==> config.mk <==
export PLATFORM = sky130hd
export DESIGN_NAME = param_stack
export DESIGN_NICKNAME = d
export VERILOG_FILES = /design/src/rtl/stack_pkg.sv /design/src/rtl/stack_regfile.sv /design/src/rtl/param_stack.sv
export SDC_FILE = /design/constraint.sdc
export NUM_CORES = 1
export LEC_CHECK = 0
export BUFFER_PORTS_ARGS = -buffer_cell sky130_fd_sc_hd__buf_2
export CAP_MARGIN = 20
export CORE_MARGIN = 1.5
export CORE_UTILIZATION = 57
export DETAILED_ROUTE_END_ITERATION = 12
export HOLD_SLACK_MARGIN = 0.02
export PLACE_DENSITY = 0.8
export SETUP_SLACK_MARGIN = 0.02
export SLEW_MARGIN = 20
export SYNTH_ARGS = -nofsm -noshare
export SYNTH_HDL_FRONTEND = slang
export SYNTH_SLANG_ARGS = --single-unit
==> constraint.sdc <==
create_clock -name clk -period 5.7 [get_ports clk]
set_input_delay 0.57 -clock clk [delete_from_list [all_inputs] [get_ports clk]]
set_output_delay 0.57 -clock clk [all_outputs]
set_load 0.005 [all_outputs]
==> src/rtl/stack_pkg.sv <==
// Shared op-code definitions for the parametrised stack.
package stack_pkg;

    typedef logic [2:0] op_t;

    localparam op_t OP_NOP     = 3'd0;
    localparam op_t OP_PUSH    = 3'd1;
    localparam op_t OP_POP     = 3'd2;
    localparam op_t OP_REPLACE = 3'd3;
    localparam op_t OP_DUP     = 3'd4;
    localparam op_t OP_SWAP    = 3'd5;

endpackage

==> src/rtl/stack_regfile.sv <==
// Stack storage: two synchronous write ports (SWAP writes two entries at once)
// and two asynchronous read ports feeding tos/nos.
module stack_regfile
    import stack_pkg::*;
#(
    parameter int DATA_WIDTH = 32,
    parameter int DEPTH      = 16,
    parameter int AW         = $clog2(DEPTH)
) (
    input  logic                  clk,
    input  logic                  we_a,
    input  logic [AW-1:0]         addr_a,
    input  logic [DATA_WIDTH-1:0] wdata_a,
    input  logic                  we_b,
    input  logic [AW-1:0]         addr_b,
    input  logic [DATA_WIDTH-1:0] wdata_b,
    input  logic [AW-1:0]         raddr_a,
    output logic [DATA_WIDTH-1:0] rdata_a,
    input  logic [AW-1:0]         raddr_b,
    output logic [DATA_WIDTH-1:0] rdata_b
);

    logic [DATA_WIDTH-1:0] mem [DEPTH];

    // Contents are never reset; validity is tracked by the owner's count.
    always_ff @(posedge clk) begin
        if (we_a) mem[addr_a] <= wdata_a;
        if (we_b) mem[addr_b] <= wdata_b;
    end

    assign rdata_a = mem[raddr_a];
    assign rdata_b = mem[raddr_b];

endmodule

==> src/rtl/param_stack.sv <==
// Opcode-driven LIFO exposing top and next-on-stack operands, with element
// count and one-cycle overflow/underflow pulses.
module param_stack
    import stack_pkg::*;
#(
    parameter int DATA_WIDTH = 32,
    parameter int DEPTH      = 16,
    parameter int CNT_BITS   = $clog2(DEPTH + 1)
) (
    input  logic                  clk,
    input  logic                  reset,
    input  logic [2:0]            op,
    input  logic [DATA_WIDTH-1:0] data_in,
    output logic [DATA_WIDTH-1:0] data_out,
    output logic [DATA_WIDTH-1:0] tos,
    output logic [DATA_WIDTH-1:0] nos,
    output logic [CNT_BITS-1:0]   count,
    output logic                  empty,
    output logic                  full,
    output logic                  overflow,
    output logic                  underflow
);

    localparam int AW = $clog2(DEPTH);

    op_t                   op_dec;
    logic [AW-1:0]         top_idx;
    logic [AW-1:0]         nos_idx;
    logic [AW-1:0]         free_idx;
    logic [DATA_WIDTH-1:0] rd_top;
    logic [DATA_WIDTH-1:0] rd_nos;

    logic                  we_a;
    logic                  we_b;
    logic [AW-1:0]         addr_a;
    logic [AW-1:0]         addr_b;
    logic [DATA_WIDTH-1:0] wdata_a;
    logic [DATA_WIDTH-1:0] wdata_b;
    logic [CNT_BITS-1:0]   count_next;
    logic                  load_out;
    logic                  ovf_next;
    logic                  unf_next;

    assign op_dec = op_t'(op);

    // Indices are only meaningful when the guarding count condition holds.
    assign top_idx  = AW'(count - CNT_BITS'(1));
    assign nos_idx  = AW'(count - CNT_BITS'(2));
    assign free_idx = AW'(count);

    assign empty = (count == '0);
    assign full  = (count == CNT_BITS'(DEPTH));
    assign tos   = empty ? '0 : rd_top;
    assign nos   = (count >= CNT_BITS'(2)) ? rd_nos : '0;

    stack_regfile #(
        .DATA_WIDTH (DATA_WIDTH),
        .DEPTH      (DEPTH),
        .AW         (AW)
    ) u_regfile (
        .clk     (clk),
        .we_a    (we_a),
        .addr_a  (addr_a),
        .wdata_a (wdata_a),
        .we_b    (we_b),
        .addr_b  (addr_b),
        .wdata_b (wdata_b),
        .raddr_a (top_idx),
        .rdata_a (rd_top),
        .raddr_b (nos_idx),
        .rdata_b (rd_nos)
    );

    always_comb begin
        we_a       = 1'b0;
        we_b       = 1'b0;
        addr_a     = free_idx;
        addr_b     = nos_idx;
        wdata_a    = data_in;
        wdata_b    = rd_top;
        count_next = count;
        load_out   = 1'b0;
        ovf_next   = 1'b0;
        unf_next   = 1'b0;

        case (op_dec)
            OP_NOP: ;
            OP_PUSH: begin
                if (full) begin
                    ovf_next = 1'b1;
                end else begin
                    we_a       = 1'b1;
                    count_next = count + CNT_BITS'(1);
                end
            end
            OP_POP: begin
                if (empty) begin
                    unf_next = 1'b1;
                end else begin
                    load_out   = 1'b1;
                    count_next = count - CNT_BITS'(1);
                end
            end
            OP_REPLACE: begin
                // On an empty stack this degenerates to a plain push.
                we_a = 1'b1;
                if (empty) begin
                    addr_a     = '0;
                    count_next = CNT_BITS'(1);
                end else begin
                    addr_a   = top_idx;
                    load_out = 1'b1;
                end
            end
            OP_DUP: begin
                if (empty) begin
                    unf_next = 1'b1;
                end else if (full) begin
                    ovf_next = 1'b1;
                end else begin
                    we_a       = 1'b1;
                    wdata_a    = rd_top;
                    count_next = count + CNT_BITS'(1);
                end
            end
            OP_SWAP: begin
                if (count < CNT_BITS'(2)) begin
                    unf_next = 1'b1;
                end else begin
                    we_a    = 1'b1;
                    addr_a  = top_idx;
                    wdata_a = rd_nos;
                    we_b    = 1'b1;
                    addr_b  = nos_idx;
                    wdata_b = rd_top;
                end
            end
            default: ;
        endcase
    end

    always_ff @(posedge clk) begin
        if (reset) begin
            count     <= '0;
            data_out  <= '0;
            overflow  <= 1'b0;
            underflow <= 1'b0;
        end else begin
            count     <= count_next;
            overflow  <= ovf_next;
            underflow <= unf_next;
            if (load_out) data_out <= rd_top;
        end
    end

endmodule

==> results_tabular.tex <==
\begin{tabular}{lr}
\hline
Metric & Value \\
\hline
\multicolumn{2}{l}{\textbf{STA}} \\
Max Clk Rate & 194 MHz \\
Final setup TNS & 0 ns \\
Slew @ Worst Pin & 1.21 ns \\
Largest clock skew in the final design & 0.0219 ns \\
Minimum period implied by the final worst setup slack & 5.16 ns \\
Fin. Hold Viols & 0 \\
Rel. slew slack & 18.8\% \\
Unrepaired setup endpoints after global routing & false \\
Total count of max-transition violations in the final report & 0 \\
Final critical-path share of the clock period & 90.5\% \\
Number of endpoints failing setup at the final stage & 0 \\
\multicolumn{2}{l}{\textbf{Floorplan}} \\
Ports & 142 \\
Initial core utilization & 57.9\% \\
Cell row count & 88 \\
Die footprint & 60300 um2 \\
Die boundary width & 246 um \\
Area inside the core boundary & 57900 um2 \\
Height of the die & 246 um \\
\multicolumn{2}{l}{\textbf{Synthesis}} \\
Main area contributors after synthesis & sky130\_fd\_sc\_hd\_\_edfxtp\_1, sky130\_fd\_sc\_hd\_\_mux2i\_1, sky130\_fd\_sc\_hd\_\_mux4\_2 \\
Cells after synthesis & 2284 \\
\#FFs+latches synth & 551 \\
Post-Synthesis Net Count & 2329 \\
Post-synth ARST share & 0\% \\
Number of distinct standard cells referenced by the synthesized netlist & 48 \\
Most used flip-flop cell after synthesis & sky130\_fd\_sc\_hd\_\_edfxtp\_1 \\
Synthesized area divided by synthesized cell count & 14.7 um2 \\
Number of flops mapped to enable cells by yosys & 512 \\
Yosys warning total & 0 \\
Sequential cell area fraction in the yosys report & 48.2\% \\
Area leader, netlist & sky130\_fd\_sc\_hd\_\_edfxtp\_1 \\
Top cell type's share of synthesized area & 45.9\% \\
Synthesized area & 33500 um2 \\
\multicolumn{2}{l}{\textbf{Final layout}} \\
Fraction of final layout cells with drive strength greater than 1 & 29.9\% \\
Register cell area after layout & 16200 um2 \\
Footprint of the multi-input gates & 16100 um2 \\
Filler cells & 4175 \\
Leading cell type in the layout, fill and taps excluded & sky130\_fd\_sc\_hd\_\_mux2i\_1 \\
Signed area change from the synthesized netlist to the final layout & 10.1\% \\
Net count reported at finish & 2351 \\
Final Instance Area & 36900 um2 \\
Commonest cells after routing, fill and taps aside & sky130\_fd\_sc\_hd\_\_mux2i\_1, sky130\_fd\_sc\_hd\_\_edfxtp\_1, sky130\_fd\_sc\_hd\_\_mux4\_2, sky130\_fd\_sc\_hd\_\_buf\_2, sky130\_fd\_sc\_hd\_\_nor2\_1 \\
\multicolumn{2}{l}{\textbf{Route}} \\
Remaining number of nets flagged by the antenna check after routing & 0 \\
DRC violations left & 0 \\
TritonRoute pass-1 iters & 6 \\
Total detailed-routing wirelength & 101000 um \\
Average via count per standard cell & 7.31 \\
1st-iter DRT viols & 2632 \\
Wire per inst & 32.5 um \\
Number of vias in the routed layout & 22800 \\
\multicolumn{2}{l}{\textbf{Setup path}} \\
Type of origin of the critical path & flip-flop \\
Crit. End Element & output pin \\
Reg-to-reg critical path endpoint & u\_regfile.mem[4][12] \\
Cell with the largest stage delay on the worst path & sky130\_fd\_sc\_hd\_\_dfxtp\_4 \\
Worst Reg-to-Reg Cells & 9 \\
CP Class & flip-flop to output pin \\
Worst endpoint data arrival time & 4.59 ns \\
CP Max Fanout & 45 \\
R2r setup slk & 0.89 ns \\
CP peak stage delay & 0.89 ns \\
Worst setup path startpoint & count[1] \\
Origin of the critical flop-to-flop path & count[1] \\
Req. time, crit path & 5.13 ns \\
Series of cell instances along the critical path & inv\_1, ha\_1, a21boi\_2, xor2\_4, buf\_4, nand3\_1, and4\_1, nor2\_1, buf\_2 \\
Endpoint of the most critical setup path & tos[23] \\
\multicolumn{2}{l}{\textbf{GRT}} \\
Number of global-route vias before repair & 23300 \\
Largest net degree at the start of global routing & 95 \\
Antenna violations before repair & 3 \\
Global-route wire length before repair & 150000 um \\
Aggregate global-route resource usage & 34.0\% \\
Total grt overflow & 0 \\
\multicolumn{2}{l}{\textbf{Power}} \\
Switching part of the total & 34.8\% \\
Internal power & 8.66 mW \\
Switching component of the power & 4.62 mW \\
Portion of total power attributed to the clock network & 30.1\% \\
Combinational share of power & 34.1\% \\
Power density of the placed cells & 360 nW/um2 \\
Leakage component of the power & 15.5 nW \\
VDD IR-drop max & 0.000267 V \\
Sequential cell fraction of total power & 35.7\% \\
\multicolumn{2}{l}{\textbf{Clock network}} \\
Clock tree root driver cell & sky130\_fd\_sc\_hd\_\_clkbuf\_16 \\
CTS max path bufs & 3 \\
Clock tree from TritonCTS & done \\
Clock network latency to the later pin of the worst-skew pair & 0.65 ns \\
Clock transition time at the flip-flop clock pins of the worst setup and hold paths & 0.06 ns \\
Num CTS Buffers & 58 \\
Post-CTS Setup Inserts & 0 \\
CTS hold repair buffers & 0 \\
Count of H-tree levels built during CTS & 2 \\
Clock sink count & 551 \\
Count of cells resized by post-cts repair & 0 \\
\multicolumn{2}{l}{\textbf{Job}} \\
Number of max-capacitance violations reported & 0 \\
\multicolumn{2}{l}{\textbf{Worst hold path}} \\
Cell depth of the worst hold path & 2 \\
Path class of the lowest-slack min-delay path & input pin to flip-flop \\
\multicolumn{2}{l}{\textbf{Placement}} \\
Placed Instance Area & 34800 um2 \\
HPWL after DPL & 59900 um \\
I/O Buffers & 141 \\
GP Congestion & 0.869 \\
\multicolumn{2}{l}{\textbf{Outcome}} \\
Result of the run & finished, final reports clean \\
\hline
\end{tabular}
how the worst min path moves through the flow:
stage                             from  slack (ns)            to
after floorplan            data_out[0]        0.49   data_out[0]
after global placement     data_out[5]        0.49   data_out[5]
after detailed placement  data_out[12]        0.49  data_out[12]
after CTS                        op[1]        0.29      overflow
after global routing             op[1]        0.33      overflow
final                            op[1]        0.34      overflow
per-layer routing:
metal  track usage [%]  vias to the layer above  part of all wire, %
met5                 0                        -                    0
met4              19.0                        0                  5.7
met3              8.72                      365                   12
met2              53.1                     1661                   47
met1              43.5                    11600                   36
li1                  -                     9187                    -
registers in the layout (all words and copies together) (netlist names):
register       count
underflow          1
data_out          32
count              5
u_regfile.mem    512
overflow           1
cells by family (layout without fill, tap and decap cells):
kind of cell,count (synthesis),after routing,share of synthesized area (%)
adders and majority gates,8,8,0.299
and+or+nand+nor,416,416,5.83
other,0,1,0
buffers and inverters,289,361,4.80
xor gates and xnor gates,8,8,0.209
DFF,551,551,48.2
AOI/OAI and AO/OA,145,145,5.11
muxes,867,867,35.6
stage by stage:
stage	cells	worst slack, ns	utilization [%]	hold slack (ns)	power (mW)
final	3122	0.542	63.7	0.338	13.3
after global routing	3122	0.418	63.7	0.331	13.7
after CTS	3118	0.592	63.6	0.294	13.2
after detailed placement	3008	1.12	60.1	0.491	9.25
after global placement	3008	1.25	60.1	0.486	9.14
after floorplan	2284	0.354	-	0.494	7.96
worst max-delay path: cells and delay by family (launching register included):
family                   cells  cell delay, ns
AND/OR/NAND/NOR              3            0.91
XOR/XNOR                     1            0.61
adder cells (fa/ha/maj)      1            0.40
buffers and inverters        3            0.83
flip-flops                   1            0.89
AO/OA/AOI/OAI                1            0.25
Yosys cell counts (2+ instances only):
cell type,n
sky130_fd_sc_hd__mux2i_1,578
sky130_fd_sc_hd__edfxtp_1,512
sky130_fd_sc_hd__mux4_2,256
sky130_fd_sc_hd__nor2_1,138
sky130_fd_sc_hd__nand3_1,131
sky130_fd_sc_hd__clkbuf_1,107
sky130_fd_sc_hd__buf_2,94
sky130_fd_sc_hd__nand2_1,92
sky130_fd_sc_hd__buf_6,50
sky130_fd_sc_hd__dfxtp_1,39
sky130_fd_sc_hd__a211oi_1,34
sky130_fd_sc_hd__mux2_2,33
sky130_fd_sc_hd__and4_1,32
sky130_fd_sc_hd__o32ai_4,32
sky130_fd_sc_hd__a41oi_1,31
sky130_fd_sc_hd__buf_1,25
sky130_fd_sc_hd__o21ai_0,22
sky130_fd_sc_hd__a21oi_1,10
sky130_fd_sc_hd__buf_4,8
sky130_fd_sc_hd__ha_1,8
sky130_fd_sc_hd__inv_1,5
sky130_fd_sc_hd__nand4_1,5
sky130_fd_sc_hd__nor3_1,4
sky130_fd_sc_hd__xnor2_1,4
sky130_fd_sc_hd__xor2_1,4
sky130_fd_sc_hd__nor2b_1,3
sky130_fd_sc_hd__a21o_1,2
sky130_fd_sc_hd__a311oi_1,2
sky130_fd_sc_hd__and3_1,2
sky130_fd_sc_hd__nor4b_1,2
sky130_fd_sc_hd__or3b_1,2
power groups by stage:
stage                     clock network [mW]  registers [mW]  logic (mW)
after global routing                    4.15            4.76        4.78
after floorplan                            0            4.77        3.19
final                                   4.00            4.75        4.53
after global placement                     0            4.81        4.32
after detailed placement                   0            4.83        4.43
after CTS                               4.01            4.74        4.46
final cells by class:
type	count	share of cell area, %
Sequential cell	551	43.8
Antenna cell	1	0.00678
Inverter	5	0.0509
Clock buffer	82	4.62
Multi-Input combinational cell	1444	43.7
Tap cell	765	2.59
Timing Repair Buffer	246	4.50
Clock inverter	28	0.763
Note: power is estimated with default switching activity, not from simulation.
